$ cat src/rtl/alu_result_fifo.sv
// ============================================================================
// alu_result_fifo
// ----------------------------------------------------------------------------
// Purpose:
//   Registered result buffer that sits directly downstream of the 32-bit ALU.
//   Each valid ALU result and its zero flag are captured into a first-in
//   first-out queue. The consumer (writeback stage or a bench scoreboard)
//   takes results through a valid/ready handshake.
//
//   The ALU cannot be stalled. When the queue is full, an incoming result is
//   discarded and the sticky overflow flag is raised. The flag stays high
//   until clear.
//
// Parameters:
//   DEPTH  number of entries; must be a power of two and at least 2
//   WIDTH  data width; matches the ALU result width
//
// Ports:
//   clk_i           single clock; everything is sampled on the rising edge
//   clear_i         asynchronous, active-high reset
//   in_valid_i      the ALU result is valid this cycle
//   in_data_i       ALU result (alu_out)
//   in_zero_i       ALU zero flag belonging to in_data_i
//   in_ready_o      high while the queue is not full
//   out_valid_o     the head entry is available
//   out_data_o      head entry data (reads 0 while out_valid_o is low)
//   out_zero_o      head entry zero flag (reads 0 while out_valid_o is low)
//   out_ready_i     the consumer accepts the head entry
//   count_o         current occupancy, 0..DEPTH
//   overflow_o      sticky flag: a result was dropped while the queue was full
//   result_count_o  accepted pushes, saturating at 16'hFFFF
//                   (only with ALU_RESULT_STATS_EN)
//   zero_count_o    accepted pushes carrying in_zero_i = 1, saturating
//                   (only with ALU_RESULT_STATS_EN)
//
// Configuration macro:
//   ALU_RESULT_STATS_EN  when defined, adds the two statistics counters and
//                        their output ports. All other behaviour is the same.
// ============================================================================
module alu_result_fifo #(
    parameter int DEPTH = 8,
    parameter int WIDTH = 32
) (
    input  logic                   clk_i,
    input  logic                   clear_i,
    input  logic                   in_valid_i,
    input  logic [WIDTH-1:0]       in_data_i,
    input  logic                   in_zero_i,
    output logic                   in_ready_o,
    output logic                   out_valid_o,
    output logic [WIDTH-1:0]       out_data_o,
    output logic                   out_zero_o,
    input  logic                   out_ready_i,
    output logic [$clog2(DEPTH):0] count_o,
    output logic                   overflow_o
`ifdef ALU_RESULT_STATS_EN
    ,
    output logic [15:0]            result_count_o,
    output logic [15:0]            zero_count_o
`endif
);

    localparam int AW = $clog2(DEPTH);
    localparam int CW = AW + 1;
    localparam logic [CW-1:0] FULL_COUNT = CW'(DEPTH);

    // Each entry stores {zero, data}; the zero flag is kept exactly as
    // received from the ALU and is never recomputed here.
    logic [WIDTH:0]  mem_q [DEPTH];

    logic [AW-1:0]   wr_ptr_q, wr_ptr_d;
    logic [AW-1:0]   rd_ptr_q, rd_ptr_d;
    logic [CW-1:0]   count_q,  count_d;
    logic            overflow_q, overflow_d;

    logic            push;
    logic            pop;
    logic            full;
    logic            empty;
    logic [WIDTH:0]  head;

    // Full and empty come only from the registered occupancy. As a result,
    // in_ready_o has no combinational path from out_ready_i: a pop at full
    // frees a slot that can only be used from the following cycle.
    always_comb begin
        full        = (count_q == FULL_COUNT);
        empty       = (count_q == '0);
        in_ready_o  = !full;
        out_valid_o = !empty;
        push        = in_valid_i && !full;
        pop         = !empty && out_ready_i;
    end

    // Head entry presentation. The outputs are masked while the queue is
    // empty, so out_data_o and out_zero_o read 0 during and after clear,
    // even though the storage array itself is not reset.
    always_comb begin
        head       = mem_q[rd_ptr_q];
        out_data_o = '0;
        out_zero_o = 1'b0;
        if (!empty) begin
            out_data_o = head[WIDTH-1:0];
            out_zero_o = head[WIDTH];
        end
    end

    // Next-state logic for the pointers, the occupancy and the sticky flag.
    // Pointers are AW bits wide and wrap modulo DEPTH through natural
    // overflow, which relies on DEPTH being a power of two.
    always_comb begin
        wr_ptr_d   = wr_ptr_q;
        rd_ptr_d   = rd_ptr_q;
        count_d    = count_q;
        overflow_d = overflow_q;

        if (push) begin
            wr_ptr_d = wr_ptr_q + 1'b1;
        end
        if (pop) begin
            rd_ptr_d = rd_ptr_q + 1'b1;
        end

        unique case ({push, pop})
            2'b10:   count_d = count_q + 1'b1;
            2'b01:   count_d = count_q - 1'b1;
            default: count_d = count_q;
        endcase

        // A result offered while the queue is full is lost; remember that.
        if (in_valid_i && full) begin
            overflow_d = 1'b1;
        end
    end

    // Control state register. clear_i takes effect immediately, so any
    // partially complete push or pop is abandoned.
    always_ff @(posedge clk_i or posedge clear_i) begin
        if (clear_i) begin
            wr_ptr_q   <= '0;
            rd_ptr_q   <= '0;
            count_q    <= '0;
            overflow_q <= 1'b0;
        end else begin
            wr_ptr_q   <= wr_ptr_d;
            rd_ptr_q   <= rd_ptr_d;
            count_q    <= count_d;
            overflow_q <= overflow_d;
        end
    end

    // Storage array. It is left unreset because its contents are only ever
    // observed through the masked head outputs.
    always_ff @(posedge clk_i) begin
        if (push) begin
            mem_q[wr_ptr_q] <= {in_zero_i, in_data_i};
        end
    end

    assign count_o    = count_q;
    assign overflow_o = overflow_q;

`ifdef ALU_RESULT_STATS_EN
    logic [15:0] result_count_q, result_count_d;
    logic [15:0] zero_count_q,   zero_count_d;

    // Statistics count accepted pushes only; dropped results are not counted.
    // Both counters saturate at 16'hFFFF.
    always_comb begin
        result_count_d = result_count_q;
        zero_count_d   = zero_count_q;
        if (push) begin
            if (result_count_q != 16'hFFFF) begin
                result_count_d = result_count_q + 16'd1;
            end
            if (in_zero_i && (zero_count_q != 16'hFFFF)) begin
                zero_count_d = zero_count_q + 16'd1;
            end
        end
    end

    // Statistics registers; only clear_i resets them.
    always_ff @(posedge clk_i or posedge clear_i) begin
        if (clear_i) begin
            result_count_q <= '0;
            zero_count_q   <= '0;
        end else begin
            result_count_q <= result_count_d;
            zero_count_q   <= zero_count_d;
        end
    end

    assign result_count_o = result_count_q;
    assign zero_count_o   = zero_count_q;
`endif

endmodule

$ cat config.mk
export PLATFORM = sky130hd
export DESIGN_NAME = alu_result_fifo
export DESIGN_NICKNAME = d
export VERILOG_FILES = /design/src/rtl/alu_result_fifo.sv
export SDC_FILE = /design/constraint.sdc
export NUM_CORES = 1
export LEC_CHECK = 0
export BUFFER_PORTS_ARGS = -buffer_cell sky130_fd_sc_hd__buf_4
export CAP_MARGIN = 10
export CORE_ASPECT_RATIO = 1.4
export CORE_UTILIZATION = 30
export DETAILED_ROUTE_END_ITERATION = 8
export PLACE_DENSITY = 0.52
export SETUP_SLACK_MARGIN = 0.4
export SLEW_MARGIN = 20
export SYNTH_ARGS = -nofsm -noshare
export SYNTH_HDL_FRONTEND = slang
export SYNTH_SLANG_ARGS = --single-unit
$ cat constraint.sdc
create_clock -name clk_i -period 5.4 [get_ports clk_i]
set_input_delay 0.27 -clock clk_i [delete_from_list [all_inputs] [get_ports clk_i]]
set_output_delay 0.27 -clock clk_i [all_outputs]
set_load 0.005 [all_outputs]
Word level (Yosys, flattened, before mapping):

Memory sizes are Yosys's and may differ from the RTL's.
Index checks and enable logic that the tools add are counted.

* register bits after elaboration: 11
* bits in writable memories: 264
* output and inout port bits: 40
* latch bits: 0
* memory bits (read-only): 0
* word-level logic and storage cells: 24
* bits of input ports: 37
* memories kept: 1

* reduce and logical (&&, ||, !) cells: 7
* $mul: 0
* shift-type cells: 0
* $add $sub $neg: 4
* divide/modulo/power cells: 0
* bitwise logic cells: 0
* multiplexer cells: 5
* equality and inequality tests: 3
* $lt $le $gt $ge: 0

Memory list
* mem_q: depth 8, width 33, rd ports 1, clocked after memory_dff 0, wr ports 1, RTL line 69 `logic [WIDTH:0] mem_q [DEPTH];`

Operators with widths (count)
* $mux 32: 1
* $pmux 4 s2: 1
* $add 3x1->3 const B: 2
* $add 4x1->4 const B: 1
* $eq 4x4->1 const B: 1
* $logic_not 4->1: 1
* $sub 4x1->4 const B: 1
* $logic_and 1x1->1: 3
* $mux 1: 3
* $eq 2x1->1 const B: 1
* $eq 2x2->1 const B: 1
* $logic_not 1->1: 2
* $reduce_bool 2->1: 1

Logic depth before layout (Yosys ltp):

Gate-level depths: netlist of the first run.

* word-level depth: 5
* depth in mapped cells: 11
* mapped depth without buffers: 9

Worst setup path before layout of the first run:

Ideal clock, no wire load.

* path kind: flip-flop to flip-flop
* start point: register count_q[0] (netlist: count_o[0])
* end point: memory mem_q[1][0] (netlist name), enable pin
* library setup time: 464 ps
* period minus slack after synthesis: 3693 ps
* stages on the path, launching flop included: 5
* arrival: 3229 ps
* path buffers: 1
* required time: 4936 ps
* slack: 1707 ps
* path through: dfrtp_1 or4b_1 clkbuf_1 nand3_1 nor3_1

* word-level cells in the longest chain between the ends: 5

Ends and longest elaborated chain
* start, declared: RTL line 73 `logic [CW-1:0] count_q, count_d;`
* start signal, assigned: RTL line 146 `count_q <= count_d;`
* $eq 4x4->1: RTL line 86 `full = (count_q == FULL_COUNT);`
* $logic_not 1->1
* net in_ready_o: RTL line 49 `output logic in_ready_o,`
* $logic_and 1x1->1: RTL line 90 `push = in_valid_i && !full;`
* $mux 1: RTL line 154 `if (push) begin`
* $mux 1 (not written as such): RTL line 155 `mem_q[wr_ptr_q] <= {in_zero_i, in_data_i};`
* end, declared: RTL line 69

The timed path passes the listed nets, and every way through them passes these cells.

Final worst setup path of the first run:

* start point: register rd_ptr_q[0]
* end point: output port out_zero_o

* word-level cells in the longest chain between the ends: 2

Ends and longest elaborated chain
* start, declared: RTL line 72 `logic [AW-1:0] rd_ptr_q, rd_ptr_d;`
* start signal, assigned: RTL line 145 `rd_ptr_q <= rd_ptr_d;`
* $mem_v2 8x33
* $mux 1: RTL line 101 `if (!empty) begin`
* end, declared: RTL line 52 `output logic out_zero_o,`

No other way between the ends.

==> reports/qor.txt, run 1 <==
outcome: finished, final reports clean
All-Layer GR Usage: 0.124
number of nets with antenna violations after detailed routing: 0
Syn-to-layout area delta: 20.9%
hold violation count in the final report: 0
Worst Hold Path Cells: 3
sum of met3 wire segment lengths after detailed routing: 1060 microns
highest routed metal layer: met5
Critical Path Start Type: flip-flop
clk_lat worst skew: 0.53 ns
area of the core: 0.0349 sq mm
path class of the lowest-slack min-delay path: in2reg
highest net fanout along the worst path: 36
Post-Syn Area: 0.0106 sq mm
power density relative to cell area: 524 mW/mm^2
die area: 0.0360 sq mm
Avg Vias per Cell: 4.66
compound-cell area share of the yosys netlist: 0.0325
worst clock skew: 0.00714 ns
sequential element share of the synthesized area: 0.775
static leakage: 4.20 nW
cell chosen for the clock root: sky130_fd_sc_hd__clkbuf_16
weighted congestion reported at the end of routability-driven placement: 0.699
most numerous cell in the Yosys netlist: sky130_fd_sc_hd__edfxtp_1
worst max-slew margin expressed relative to the limit: 0.311
violation count after the first detailed-routing iteration: 269
library cell appearing most often on the critical path: sky130_fd_sc_hd__buf_4
number of ports placed on the die boundary: 77
sum of overflow across all layers after global routing: 0
share of synthesized cell area in full adder, half adder and majority cells: 0.00591
die extent in y: 224 microns
depth of the worst register-to-register path: 6
number of levels the H-tree was split into: 1
via count of the first global-routing pass: 5396
total of fill cells in the finished design: 3228
max-cap check violation count: 0
number of buffers inserted during clock tree synthesis: 26
top post-synthesis cells by area: sky130_fd_sc_hd__edfxtp_1, sky130_fd_sc_hd__mux4_2, sky130_fd_sc_hd__a22o_1, sky130_fd_sc_hd__dfrtp_1, sky130_fd_sc_hd__buf_6
starting density of the core: 0.304
share of post-route cells with drive strength above 1: 0.342
Detailed Route WL: 21800 microns
cell area after layout: 0.0128 sq mm
largest stage delay on the critical path: 0.65 ns
worst path arrival time: 2.94 ns
Post-Syn Nets: 498
top-area cell type share of the netlist area: 0.749
critical path type: reg2out
count of nets after finishing: 620
Max Clock Freq: 312 MHz
number of max-slew violations in the final report: 0
Placed Area: 0.0117 sq mm
largest net degree at the start of global routing: 69
ordered list of cells on the worst path: buf_16 > buf_4 > mux4_2 > a22o_1 > buf_4
post-CTS setup-driven buffer insertion count: 0
initial antenna violation count: 1
number of clock sinks seen by CTS: 275
Worst Max-Slew Pin Slew: 1.03 ns
post-synthesis instance total: 456
share of cell area taken by muxes after synthesis: 0.145
Cell variety after synth: 38
IO Port Bufs: 76
clock transition at the registers of the reported paths: 0.06 ns
number of optimization iterations in the first detailed-route pass: 4
placement row count: 81
final-report setup violation count: 0
data required time of the critical path: 5.13 ns
DRC violation count after routing: 0
most instantiated cells after synthesis: sky130_fd_sc_hd__edfxtp_1, sky130_fd_sc_hd__mux4_2, sky130_fd_sc_hd__a22o_1, sky130_fd_sc_hd__dfrtp_1, sky130_fd_sc_hd__clkbuf_1
CTS Buffer Depth: 3
endpoint kind of the worst setup timing path: output pin
dominant combinational cell family by area after synthesis: multiplexers
post-synthesis share of cell area spent on and, or, nand and nor gates: 0.0157
count of warnings emitted by yosys: 0
share of the clock period used by the worst path after layout: 0.594
share of flip-flops with an asynchronous set or reset: 0.0400
parity-gate share of the synthesized area counting xor and xnor cells: 0.00579
number of antenna repair diodes: 0
horizontal die dimension: 161 microns
sum of internal, switching and leakage power: 6.70 mW
Metal-1 WL: 9140 microns
predominant post-synthesis flop cell: sky130_fd_sc_hd__edfxtp_1
synthesized flop and latch total: 275
met2 WL: 11300 microns
Synth area leader: sky130_fd_sc_hd__edfxtp_1
CTS tree: yes
Avg Cell Area, Syn: 23.2 sq um
routed length per instance: 20.8 microns
global-route wire length before repair: 33200 microns
Final min period: 3.21 ns
critical-path cell with the highest stage delay: sky130_fd_sc_hd__dfrtp_4
routed via count: 4898
Fin Setup TNS: 0 ns
detailed-placement wirelength estimate: 12200 microns
setup repair after global routing missed its margin: no
number of synthesized flops with an enable pin: 264
highest ir drop seen on vdd: 358 uV
worst max-delay path: cells and delay by family, from the launching register on:
family                 cells  cell delay (ns)
buffers and inverters      3             0.88
flip-flops                 1             0.65
AO/OA/AOI/OAI              1             0.28
multiplexers               1             0.55
sequential cells by signal (all words and copies together) (netlist names):
name and cells:
rd_ptr_q 3, wr_ptr_q 3, overflow_o 1, mem_q 264, count_o 4
layout by cell type, fill, tap and decap left out, drive strengths merged, types with 2 or more instances in the layout:
| cell type | n |
|---|---|
| a22o | 33 |
| buf | 87 |
| clkbuf | 33 |
| clkinv | 11 |
| dfrtp | 11 |
| dlygate4sd3 | 34 |
| edfxtp | 264 |
| ha | 5 |
| inv | 6 |
| mux2 | 3 |
| mux4 | 66 |
| nand2 | 3 |
| nand2b | 2 |
| nand3 | 3 |
| nand3b | 2 |
| nor2 | 7 |
| nor2b | 2 |
| nor3 | 2 |
| or4 | 2 |
| or4b | 2 |
| xnor2 | 6 |
worst paths after layout:
kind | start | endpoint | slack, ns
setup / recovery | rd_ptr_q[0]$_DFFE_PP0P_ | out_zero_o | 2.19
hold / removal | in_valid_i | overflow_o$_DFFE_PP0P_ | 0.03
setup reg to reg | count_o[0]$_DFFE_PP0P_ | count_o[3]$_DFFE_PP0P_ | 2.57
hold reg to reg | overflow_o$_DFFE_PP0P_ | overflow_o$_DFFE_PP0P_ | 0.52
max in group asynchronous | clear_i | rd_ptr_q[0]$_DFFE_PP0P_ | 4.71
min in group asynchronous | clear_i | overflow_o$_DFFE_PP0P_ | 0.32
cell type report:
type	instances	area (sq um)	share of cell area
Sequential cell	275	8210	0.642
Multi-Input combinational cell	149	2220	0.173
Timing Repair Buffer	121	1010	0.0792
Clock buffer	33	698	0.0546
Tap cell	456	571	0.0446
Clock inverter	13	65.1	0.00508
Inverter	5	18.8	0.00147
per-stage QoR:
stage / setup WS, ns / utilization / std cells / hold slack (ns)
6_report: 2.19 / 0.367 / 1052 / 0.0305
5_1_grt: 2.01 / 0.367 / 1052 / 0.0385
4_1_cts: 1.84 / 0.366 / 1051 / 0.00445
3_5_place_dp: 2.42 / 0.335 / 971 / 0.317
3_3_place_gp: 2.45 / 0.335 / 971 / 0.296
2_1_floorplan: 1.71 / - / 456 / 0.122
cell families after synthesis:
| kind of cell | count (synthesis) |
|---|---|
| and+or+nand+nor | 27 |
| xor gates and xnor gates | 7 |
| buffers and inverters | 32 |
| adders and majority gates | 5 |
| AOI/OAI and AO/OA | 40 |
| muxes | 70 |
| DFF | 275 |
layer usage:
metal / GRT usage / up-vias
met3: 0.0229 / 25
li1: - / 2171
met5: 0 / -
met2: 0.221 / 105
met1: 0.154 / 2595
met4: 0.0347 / 2
power by group:
part	switching, mW	leakage [nW]	internal, mW
registers	0.263	2.52	2.70
clock network	0.740	0.373	0.912
logic	0.963	1.30	1.13
timing repair:
item,in CTS,in global routing
hold buffers,34,0
hold endpoints to repair,275,0
gates resized for setup,0,0
(Power assumes the default switching activity.)
==> inputs of run 2 (changes only) <==
PLACE_DENSITY = 0.54   (was 0.52)
clock period = 2.85 ns   (was 5.4 ns; I/O delays follow)
==> reports/qor.txt, run 2 (synthesis gave the netlist of run 1 again) <==
internal power component: 9.69 mW (+100%)
horizontal die dimension: 161 microns (unchanged)
total of fill cells in the finished design: 3177 (-1.6%)
CTS Buffer Depth: 3 (unchanged)
met2 WL: 13000 microns (+16%)
clock group share of total power: 0.234 (-0.013)
number of ports placed on the die boundary: 77 (unchanged)
die extent in y: 224 microns (unchanged)
Gate power share: 0.373 (+0.061)
number of max-slew violations in the final report: 0 (unchanged)
sequential power share: 0.393 (-0.049)
critical path type: reg2out
DRC violation count after routing: 0 (unchanged)
Metal-1 WL: 9970 microns (+9.1%)
global-route wire length before repair: 36800 microns (+11%)
routed via count: 5223 (+6.6%)
max-cap check violation count: 0 (unchanged)
highest net fanout along the worst path: 20 (-44%)
Crit. Startpoint: count_o[2]$_DFFE_PP0P_
cell total after placement: 982 (+1.1%)
Worst R2R Start: count_o[2]$_DFFE_PP0P_
number of levels the H-tree was split into: 1 (unchanged)
combined flip-flop and latch cell area: 0.00821 sq mm (about the same)
Top reg by flops: mem_q
worst path arrival time: 2.30 ns (-0.64 ns)
endpoint kind of the worst setup timing path: output pin
Fin Setup TNS: 0 ns (unchanged)
detailed-placement wirelength estimate: 14200 microns (+17%)
Max Clock Freq: 409 MHz
hold violation count in the final report: 0 (unchanged)
data required time of the critical path: 2.71 ns (-2.42 ns)
worst clock skew: 0.0131 ns (+0.00592 ns)
number of clock sinks seen by CTS: 275 (unchanged)
highest ir drop seen on vdd: 481 uV (+34%)
area of the core: 0.0349 sq mm (unchanged)
leading cell types in the layout, fill and taps excluded: sky130_fd_sc_hd__edfxtp_1, sky130_fd_sc_hd__buf_4, sky130_fd_sc_hd__mux4_2
Final min period: 2.44 ns
die area: 0.0360 sq mm (unchanged)
most common library cell in the layout ignoring fill and taps: sky130_fd_sc_hd__edfxtp_1
number of antenna repair diodes: 0 (unchanged)
Worst Max-Slew Pin Slew: 0.739 ns (-0.295 ns)
setup repair after global routing missed its margin: yes
initial antenna violation count: 1 (unchanged)
final core occ: 0.385 (+0.0182)
placement row count: 81 (unchanged)
Critical Path Start Type: flip-flop
power density relative to cell area: 1030 mW/mm^2 (+96%)
violation count after the first detailed-routing iteration: 442 (+64%)
number of flip-flops under the largest register name: 264 (unchanged)
static leakage: 4.51 nW (+7.4%)
via count of the first global-routing pass: 5667 (+5.0%)
share of post-route cells with drive strength above 1: 0.407 (+0.0646)
share of the clock period used by the worst path after layout: 0.857
starting density of the core: 0.304 (unchanged)
routed length per instance: 22.5 microns (+8.4%)
outcome: finished, final reports clean
highest routed metal layer: met5
area of the multi-input gates: 0.00234 sq mm (+5.6%)
sum of overflow across all layers after global routing: 0 (unchanged)
CTS tree: yes
sum of internal, switching and leakage power: 13.8 mW (+110%)
net switching fraction of the power: 0.298 (+0.00419)
IO Port Bufs: 76 (unchanged)
final-report setup violation count: 0 (unchanged)
P_sw: 4.10 mW (+110%)
number of buffers inserted during clock tree synthesis: 26 (unchanged)
Detailed Route WL: 24700 microns (+13%)
count of nets after finishing: 663 (+6.9%)
number of optimization iterations in the first detailed-route pass: 4 (unchanged)
clock transition at the registers of the reported paths: 0.06 ns (about the same)
sum of met3 wire segment lengths after detailed routing: 1090 microns (+3.0%)
weighted congestion reported at the end of routability-driven placement: 0.721 (+3.0%)
depth of the worst register-to-register path: 8 (+2)
Finished Layout Cells: 1095 (+4.1%)
clk_lat worst skew: 0.53 ns (about the same)
Syn-to-layout area delta: 26.9%
All-Layer GR Usage: 0.139 (+0.0147)
path class of the lowest-slack min-delay path: in2async
worst max-slew margin expressed relative to the limit: 0.506 (+0.195)
largest net degree at the start of global routing: 34 (-51%)
Avg Vias per Cell: 4.77 (+2.4%)
number of nets with antenna violations after detailed routing: 0 (unchanged)
Hold Worst Slack: 0.188 ns (+0.157 ns)
cell chosen for the clock root: sky130_fd_sc_hd__clkbuf_16
-- run 2: path summary, 6_finish.rpt --
kind	slack (ns)	end
min in group clk_i	0.39	mem_q[4][31]$_DFFE_PP_
max in group asynchronous	2.30	rd_ptr_q[1]$_DFFE_PP0P_
worst max register to register	0.44	count_o[3]$_DFFE_PP0P_
worst min-delay path	0.19	wr_ptr_q[1]$_DFFE_PP0P_
worst max-delay path	0.41	out_data_o[15]
worst min register to register	0.51	overflow_o$_DFFE_PP0P_
-- run 2: cell type report --
| class | instances | share of cell area |
|---|---|---|
| repair buffers | 162 | 0.111 |
| well taps | 456 | 0.0425 |
| inverters | 5 | 0.00158 |
| multi-input cells | 151 | 0.175 |
| clock inverters | 13 | 0.00661 |
| flip-flops and latches | 275 | 0.612 |
| clock buffers | 33 | 0.0520 |
-- run 2: critical path, cell delays in order, from the launching register on --
cell and delay, ns:
sky130_fd_sc_hd__dfrtp_2 0.42, sky130_fd_sc_hd__or4_4 0.56, sky130_fd_sc_hd__nor2b_4 0.19, sky130_fd_sc_hd__buf_12 0.19, sky130_fd_sc_hd__a22o_4 0.27, sky130_fd_sc_hd__buf_4 0.13
-- run 2: power groups by stage --
stage,Clock (mW),Sequential (mW),Combinational (mW)
2_1_floorplan,0,5.36,2.79
3_3_place_gp,0,5.64,4.18
3_5_place_dp,0,5.70,4.24
4_1_cts,3.29,5.46,5.00
5_1_grt,3.44,5.48,5.52
6_report,3.23,5.43,5.14
-- run 2: what timing repair did --
action                                  CTS  global route
pin swaps                                 3             2
resized for setup                        11             5
gates cloned                              3             2
hold buffers                             36             0
setup buffers                            19             7
endpoints found under the setup margin  115            33
endpoints found under the hold margin   280             0
-- run 2: per-layer routing --
metal | vias to the layer above | GRT usage
met3 | 40 | 0.0232
li1 | 2274 | -
met5 | - | 0
met4 | 2 | 0.0463
met1 | 2782 | 0.170
met2 | 125 | 0.248
-- run 2: stage by stage --
step                area, sq um  setup WS [ns]
finish                    13400          0.408
global route              13400          0.355
CTS                       13300          0.351
detailed placement        11900          0.232
global placement          11900          0.396
floorplan                 10700          0.110
